## src/rtl/mem_access_unit.sv

```systemverilog
// -----------------------------------------------------------------------------
// mem_access_unit
//   Bridges the multicycle core's load/store port to one word-wide synchronous
//   SRAM bank. Each request is latched when it is accepted, then checked for
//   alignment and address range. A load extracts the addressed lane and
//   sign- or zero-extends it. A sub-word store does a read-modify-write of the
//   RAM word. The core waits until done pulses for one cycle.
//
//   Optional build macro MEM_ACCESS_UNIT_BYTE_ENABLE_EN:
//     adds ram_wr_be[3:0]. A sub-word store writes directly with byte enables:
//     the store lane is replicated across the word and there is no RAM read.
//
// Ports
//   clk, rst          clock; synchronous active-high reset
//   req_valid/ready   request handshake (ready only while idle)
//   req_addr          byte address
//   req_wr            1=store, 0=load
//   req_access        byte / half / word
//   req_unsigned      zero-extend loads when 1
//   req_wr_data       store data, lane in the low bits
//   rd_data           extended load result (0 for stores/exceptions), held
//   done              one-cycle completion pulse
//   exc_misaligned    misaligned access; qualifies done
//   exc_range         address outside the bank; qualifies done
//   ram_addr          RAM word address
//   ram_wr_ena        RAM write strobe
//   ram_wr_data       RAM write word
//   ram_wr_be         RAM byte enables (only with the macro defined)
//   ram_rd_data       RAM read data, one cycle after ram_addr
// -----------------------------------------------------------------------------
`timescale 1ns/1ps

package mem_access_pkg;
    typedef enum logic [1:0] {
        MEM_ACCESS_BYTE = 2'd0,
        MEM_ACCESS_HALF = 2'd1,
        MEM_ACCESS_WORD = 2'd2
    } mem_access_t;
endpackage

module mem_access_unit
    import mem_access_pkg::*;
#(
    parameter logic [31:0] BASE_ADDR   = 32'h1000_0000,
    parameter int          DEPTH_WORDS = 1024,
    localparam int         AW          = $clog2(DEPTH_WORDS)
) (
    input  logic          clk,
    input  logic          rst,
    input  logic          req_valid,
    output logic          req_ready,
    input  logic [31:0]   req_addr,
    input  logic          req_wr,
    input  mem_access_t   req_access,
    input  logic          req_unsigned,
    input  logic [31:0]   req_wr_data,
    output logic [31:0]   rd_data,
    output logic          done,
    output logic          exc_misaligned,
    output logic          exc_range,
    output logic [AW-1:0] ram_addr,
    output logic          ram_wr_ena,
    output logic [31:0]   ram_wr_data,
`ifdef MEM_ACCESS_UNIT_BYTE_ENABLE_EN
    output logic [3:0]    ram_wr_be,
`endif
    input  logic [31:0]   ram_rd_data
);

`ifdef MEM_ACCESS_UNIT_BYTE_ENABLE_EN
    localparam bit DIRECT_SUBWORD_WRITE = 1'b1;
`else
    localparam bit DIRECT_SUBWORD_WRITE = 1'b0;
`endif

    typedef enum logic [2:0] {
        S_IDLE,
        S_READ,
        S_CAPTURE,
        S_WRITE,
        S_RESP
    } state_t;

    state_t r_state, w_next;

    // Latched request
    logic [1:0]    r_lane;
    logic          r_wr;
    mem_access_t   r_access;
    logic          r_unsigned;
    logic [31:0]   r_wr_data;
    logic          r_exc_mis;
    logic          r_exc_rng;
    logic [AW-1:0] r_ram_addr;
    logic [31:0]   r_rd_data;

    // ------------------------------------------------------------------
    // Checks on the live request (used only on the accept cycle)
    // ------------------------------------------------------------------
    logic [31:0] w_offset;
    logic        w_is_byte, w_is_half, w_is_word;
    logic        w_mis, w_rng, w_exc;
    logic        w_accept;
    logic        w_unused;

    assign w_offset  = req_addr - BASE_ADDR;
    assign w_is_byte = (req_access == MEM_ACCESS_BYTE);
    assign w_is_half = (req_access == MEM_ACCESS_HALF);
    assign w_is_word = ~w_is_byte & ~w_is_half;
    // DEPTH_WORDS is a power of two, so "offset >= DEPTH_WORDS*4" is just
    // "any bit above the bank's byte-address width is set".
    assign w_rng     = |w_offset[31:AW+2];
    assign w_mis     = (w_is_half & req_addr[0]) | (w_is_word & (|req_addr[1:0]));
    assign w_exc     = w_mis | w_rng;
    assign w_accept  = req_valid & req_ready;
    assign w_unused  = ^w_offset[1:0];

    // ------------------------------------------------------------------
    // FSM: state register
    // ------------------------------------------------------------------
    always_ff @(posedge clk) begin
        if (rst) r_state <= S_IDLE;
        else     r_state <= w_next;
    end

    // ------------------------------------------------------------------
    // FSM: next state and control outputs.
    // ram_wr_ena and done are masked by rst so that a reset arriving in the
    // write cycle drops the write in that very cycle.
    // ------------------------------------------------------------------
    always_comb begin
        w_next     = r_state;
        req_ready  = 1'b0;
        ram_wr_ena = 1'b0;
        done       = 1'b0;
        case (r_state)
            S_IDLE: begin
                req_ready = 1'b1;
                if (req_valid) begin
                    if (w_exc)
                        w_next = S_RESP;
                    else if (req_wr && (w_is_word || DIRECT_SUBWORD_WRITE))
                        w_next = S_WRITE;
                    else
                        w_next = S_READ;
                end
            end
            S_READ:    w_next = S_CAPTURE;
            S_CAPTURE: w_next = r_wr ? S_WRITE : S_RESP;
            S_WRITE: begin
                ram_wr_ena = ~rst;
                w_next     = S_RESP;
            end
            S_RESP: begin
                done   = ~rst;
                w_next = S_IDLE;
            end
            default:   w_next = S_IDLE;
        endcase
    end

    // ------------------------------------------------------------------
    // Load lane extraction from the RAM word arriving in S_CAPTURE
    // ------------------------------------------------------------------
    logic [7:0]  w_ld_byte;
    logic [15:0] w_ld_half;
    logic [31:0] w_load_val;

    always_comb begin
        case (r_lane)
            2'd0:    w_ld_byte = ram_rd_data[7:0];
            2'd1:    w_ld_byte = ram_rd_data[15:8];
            2'd2:    w_ld_byte = ram_rd_data[23:16];
            default: w_ld_byte = ram_rd_data[31:24];
        endcase
        w_ld_half = r_lane[1] ? ram_rd_data[31:16] : ram_rd_data[15:0];
        case (r_access)
            MEM_ACCESS_BYTE: w_load_val = {{24{~r_unsigned & w_ld_byte[7]}}, w_ld_byte};
            MEM_ACCESS_HALF: w_load_val = {{16{~r_unsigned & w_ld_half[15]}}, w_ld_half};
            default:         w_load_val = ram_rd_data;
        endcase
    end

    // ------------------------------------------------------------------
    // Store lane: the store data replicated across the word, plus the lane
    // mask. Both build variants derive the write word from these.
    // ------------------------------------------------------------------
    logic [31:0] w_lane_data;
    logic [3:0]  w_be;

    always_comb begin
        case (r_access)
            MEM_ACCESS_BYTE: begin
                w_lane_data = {4{r_wr_data[7:0]}};
                w_be        = 4'b0001 << r_lane;
            end
            MEM_ACCESS_HALF: begin
                w_lane_data = {2{r_wr_data[15:0]}};
                w_be        = r_lane[1] ? 4'b1100 : 4'b0011;
            end
            default: begin
                w_lane_data = r_wr_data;
                w_be        = 4'b1111;
            end
        endcase
    end

`ifdef MEM_ACCESS_UNIT_BYTE_ENABLE_EN
    always_comb begin
        ram_wr_data = 32'd0;
        ram_wr_be   = 4'd0;
        if (r_state == S_WRITE) ram_wr_data = w_lane_data;
        if (ram_wr_ena)         ram_wr_be   = w_be;
    end
`else
    // Word read back in S_CAPTURE for the read-modify-write merge
    logic [31:0] r_rdata;
    logic [31:0] w_merged;

    always_ff @(posedge clk) begin
        if (rst)                         r_rdata <= 32'd0;
        else if (r_state == S_CAPTURE)   r_rdata <= ram_rd_data;
    end

    always_comb begin
        for (int b = 0; b < 4; b++)
            w_merged[8*b +: 8] = w_be[b] ? w_lane_data[8*b +: 8] : r_rdata[8*b +: 8];
    end

    assign ram_wr_data = (r_state == S_WRITE) ? w_merged : 32'd0;
`endif

    // ------------------------------------------------------------------
    // Request latch and response data
    // ------------------------------------------------------------------
    always_ff @(posedge clk) begin
        if (rst) begin
            r_lane     <= 2'd0;
            r_wr       <= 1'b0;
            r_access   <= MEM_ACCESS_BYTE;
            r_unsigned <= 1'b0;
            r_wr_data  <= 32'd0;
            r_exc_mis  <= 1'b0;
            r_exc_rng  <= 1'b0;
            r_ram_addr <= '0;
            r_rd_data  <= 32'd0;
        end else begin
            if (w_accept) begin
                r_lane     <= req_addr[1:0];
                r_wr       <= req_wr;
                r_access   <= req_access;
                r_unsigned <= req_unsigned;
                r_wr_data  <= req_wr_data;
                r_exc_mis  <= w_mis;
                r_exc_rng  <= w_rng & ~w_mis;
                // Exceptions leave the RAM address untouched: no access.
                if (!w_exc)           r_ram_addr <= w_offset[AW+1:2];
                // Responses without load data report zero; loads overwrite
                // rd_data in S_CAPTURE, so it holds its value otherwise.
                if (w_exc || req_wr)  r_rd_data  <= 32'd0;
            end
            if (r_state == S_CAPTURE && !r_wr)
                r_rd_data <= w_load_val;
        end
    end

    assign ram_addr       = r_ram_addr;
    assign rd_data        = r_rd_data;
    assign exc_misaligned = done & r_exc_mis;
    assign exc_range      = done & r_exc_rng;

endmodule

```

## config.mk

```make
export PLATFORM = sky130hd
export DESIGN_NAME = mem_access_unit
export DESIGN_NICKNAME = d
export VERILOG_FILES = /design/src/rtl/mem_access_unit.sv
export SDC_FILE = /design/constraint.sdc
export NUM_CORES = 1
export LEC_CHECK = 0
export CELL_PAD_IN_SITES_DETAIL_PLACEMENT = 0
export CELL_PAD_IN_SITES_GLOBAL_PLACEMENT = 1
export CORE_MARGIN = 1.5
export CORE_UTILIZATION = 34
export CTS_CLUSTER_DIAMETER = 80
export DETAILED_ROUTE_END_ITERATION = 8
export PLACE_DENSITY_LB_ADDON = 0.1
export REMOVE_ABC_BUFFERS = 1
export SLEW_MARGIN = 25
export SYNTH_ARGS = -nofsm -noshare
export SYNTH_HDL_FRONTEND = slang
export SYNTH_SLANG_ARGS = --single-unit
export TNS_END_PERCENT = 5
```

## constraint.sdc

```tcl
create_clock -name clk -period 2 [get_ports clk]
set_input_delay 0.2 -clock clk [delete_from_list [all_inputs] [get_ports clk]]
set_output_delay 0.2 -clock clk [all_outputs]
set_load 0.02 [all_outputs]
```

==> results of run 1 <==
[power by group through the flow]
stage	registers [mW]	logic [mW]	clock network, mW
3_5_place_dp	2.49	0.878	0
6_report	2.44	0.913	3.26
2_1_floorplan	2.49	0.305	0
5_1_grt	2.44	0.980	3.42
4_1_cts	2.44	0.901	3.31
3_3_place_gp	2.49	0.870	0
[cells in the final DEF (no fill, tap or decap), types with 12 or more instances in the layout]
| cell | Yosys | routed |
|---|---|---|
| a21oi_1 | 108 | 102 |
| a32oi_1 | 31 | 31 |
| buf_2 | 24 | 15 |
| buf_4 | 5 | 73 |
| clkbuf_16 | 0 | 17 |
| clkdlybuf4s50_1 | 0 | 143 |
| dfxtp_1 | 117 | 113 |
| mux2i_1 | 30 | 30 |
| nand2_1 | 180 | 179 |
| nand4_1 | 17 | 17 |
| nor2_1 | 44 | 43 |
| nor2b_1 | 29 | 29 |
| nor4b_1 | 28 | 28 |
| o211ai_1 | 16 | 16 |
| o21ai_0 | 35 | 35 |
| o31ai_1 | 12 | 12 |
[per-layer routing]
layer / wire length, um / track usage, %
met1: 11160 / 32.77
met2: 11230 / 39.39
met3: 1164 / 4.385
met4: 462 / 8.007
met5: 0 / 0
[worst max-delay path by stage]
stage | startpoint | to | depth (start not counted)
2_1_floorplan | r_access[1] | ram_wr_data[10] | 3
3_3_place_gp | r_lane[0] | ram_wr_data[7] | 7
3_5_place_dp | r_lane[0] | ram_wr_data[7] | 7
4_1_cts | r_access[0] | ram_wr_data[5] | 7
5_1_grt | r_access[0] | ram_wr_data[12] | 7
6_report | r_access[0] | ram_wr_data[14] | 7
[flip-flops by register name, indices dropped and copies added (netlist names), 2 cells and up]
| name | flops |
|---|---|
| r_wr_data | 32 |
| r_rdata | 32 |
| r_state | 3 |
| rd_data | 32 |
| r_lane | 2 |
| r_access | 2 |
| ram_addr | 10 |
[logic make-up after synthesis]
| group | share of synthesized area [%] |
|---|---|
| mux | 5.297 |
| simple gates | 27.53 |
| buf+inv | 6.368 |
| compound gates | 23.67 |
| flops | 37.14 |
[per-stage QoR]
step / cell area [um^2] / total power [mW] / cells / hold slack (ps)
after floorplan: 5951 / 2.792 / 750 / 269.1
after global placement: 8695 / 3.355 / 1229 / 440.7
after detailed placement: 8695 / 3.366 / 1229 / 449.2
after CTS: 9286 / 6.651 / 1261 / 172.9
after global routing: 9319 / 6.843 / 1262 / 204.3
final: 9319 / 6.616 / 1262 / 186.1
[what timing repair did]
action,CTS,global route
setup endpoints to repair,37,30
gates cloned,0,1
buffers inserted,0,0
pin swaps,4,5
gates resized for setup,177,25
[cell usage after synthesis (all sizes together) (6+ instances only)]
cell | n | area (um^2)
clkbuf | 50 | 187.7
nand3 | 10 | 50.05
inv | 11 | 41.29
mux2i | 30 | 300.3
nor4b | 29 | 269.0
a211oi | 17 | 127.6
o211ai | 16 | 120.1
dfxtp | 117 | 2342
nor2b | 29 | 181.4
nand2 | 181 | 681.9
o31ai | 12 | 90.09
a21oi | 108 | 540.5
and3b | 7 | 61.31
nand4 | 17 | 106.4
or3 | 6 | 37.54
and2 | 6 | 40.04
a211o | 7 | 61.31
nor2 | 45 | 171.4
buf | 30 | 168.9
o21ai | 44 | 224.0
a32oi | 31 | 271.5
[worst max-delay path, stage by stage, from the launching register on]
cell and delay (ps):
dfxtp_2 330, buf_4 160, nor2_2 160, o21ai_4 110
buf_6 140, buf_4 130, a211oi_2 180, buf_4 170
[layout make-up]
cell class / instances / share of cell area, %
clock buffer: 19 / 4.753
clock inverter: 13 / 1.947
inverter: 12 / 0.4834
multi-input combinational: 621 / 39.33
sequential: 117 / 25.19
tap: 229 / 3.075
timing repair buffer: 251 / 25.23
==> impl_metrics.toml, run 1 <==
[worst_setup_path]
reg2reg_slack_ps = 140
path_class = "flop to primary output"
worst_ep_arrival_time_ps = 1790
ff2ff_path_depth = 6
worstReg2RegStart = "r_lane[1]"
reg2reg_to = "rd_data[23]"
crit_path_max_fanout = 5
critPathRequiredTime_ps = 1800
startpoint_type = "flop"
critPathCaptureType = "primary output"

[logic_synthesis]
ys_types = 48
synthCells = 830
async_flop_share_pct = 0
ys_ff_latch = 117
syn_area_um2 = 6307
synth_top_flop_cell = "dfxtp_1"
synth_edf_count = 0
yosys_warnings = 0
synth-seq-area-share_pct = 37.14
syn_avg_cell_area_um2 = 7.599

[timing]
finClkSkew_ps = 12.71
finalCriticalPeriod_ps = 1993
final.setup.worst_slack_ps = 6.622
hold_violations = 0
final_max_slew_viol_count = 0
worst_slew_pin_slew_ps = 650.8
rsz0062_at_grt = "true"
clock.fmax_mhz = 501.7
finalSetupTns_ps = 0
finalSetupViolations = 0
slew_headroom_pct = 56.05
min_period_over_period_pct = 99.67

[layout]
multi_input_area_um2 = 3665
drive_gt1_share_pct = 16.75
nets = 1123
finish.utilization_pct = 51.53
final-seq-area_um2 = 2347
insertedDiodeCount = 0
area_growth_pct = 47.75
fillers = 1717

[detailed_routing]
routed_wl_mm = 24.02
firstDrtPassIters = 7
drt_iter0_drc = 402
drc = 13
vias = 6873
routedWlPerCell_um = 19.03
viasPerCell = 5.446
ant_nets = 0

[clock_network]
cts_root_buf = "clkbuf_16"
htreeDepth = 4
cts_buffer_depth = 2
clock_sinks = 117
clk_latency_ps = 430
ctsHoldBuffers = 0
clkTransAtPathRegs_ps = 60
cts_tree = "yes"
cts_buffers = 17

[power]
p_int_mw = 4.919
p_leak_nw = 3.359
netSwitchingPower_mw = 1.696
clkPwrFrac_pct = 49.3
ir_worst_vdd_mv = 0.6050
p_sw_share_pct = 25.64
cellPowerDensity_nw_per_um2 = 709.9
seqPwrFrac_pct = 36.9
combPwrFrac_pct = 13.8

[floorplan]
start_util_pct = 34.87
die_h_um = 139.2
pin_count = 182
core_um2 = 18090
core.rowCount = 49
fp.dieW_um = 139.2
dieArea_um2 = 19380

[place]
gp_congestion = 0.8064
hpwl_mm = 17.29
place_ws_ps = -255.8
port_buffers = 181

[outcome]
failed_checks = "DRC"
status = "finished, violations left"

[global_routing]
antenna_found_initial = 0
grt.total_usage_pct = 24.35
overflow = 0
grt_max_degree = 61
grt_pass1_vias = 6536
grt_first_pass_wirelength_mm = 37.07

[min_path]
hp-start = "rst"
hold_depth = 4
holdPathEnd = "r_state[1]"
hp-class = "input port to flop"

[job]
maxCapViolCount = 0
No activity file was read; power rests on OpenSTA's default activity.
==> run 2, diff against run 1 <==
- GPL_ROUTABILITY_DRIVEN: default -> 1
==> results of run 2 <==
Same layout as run 1: the final DEF is identical, and so are final timing and power.
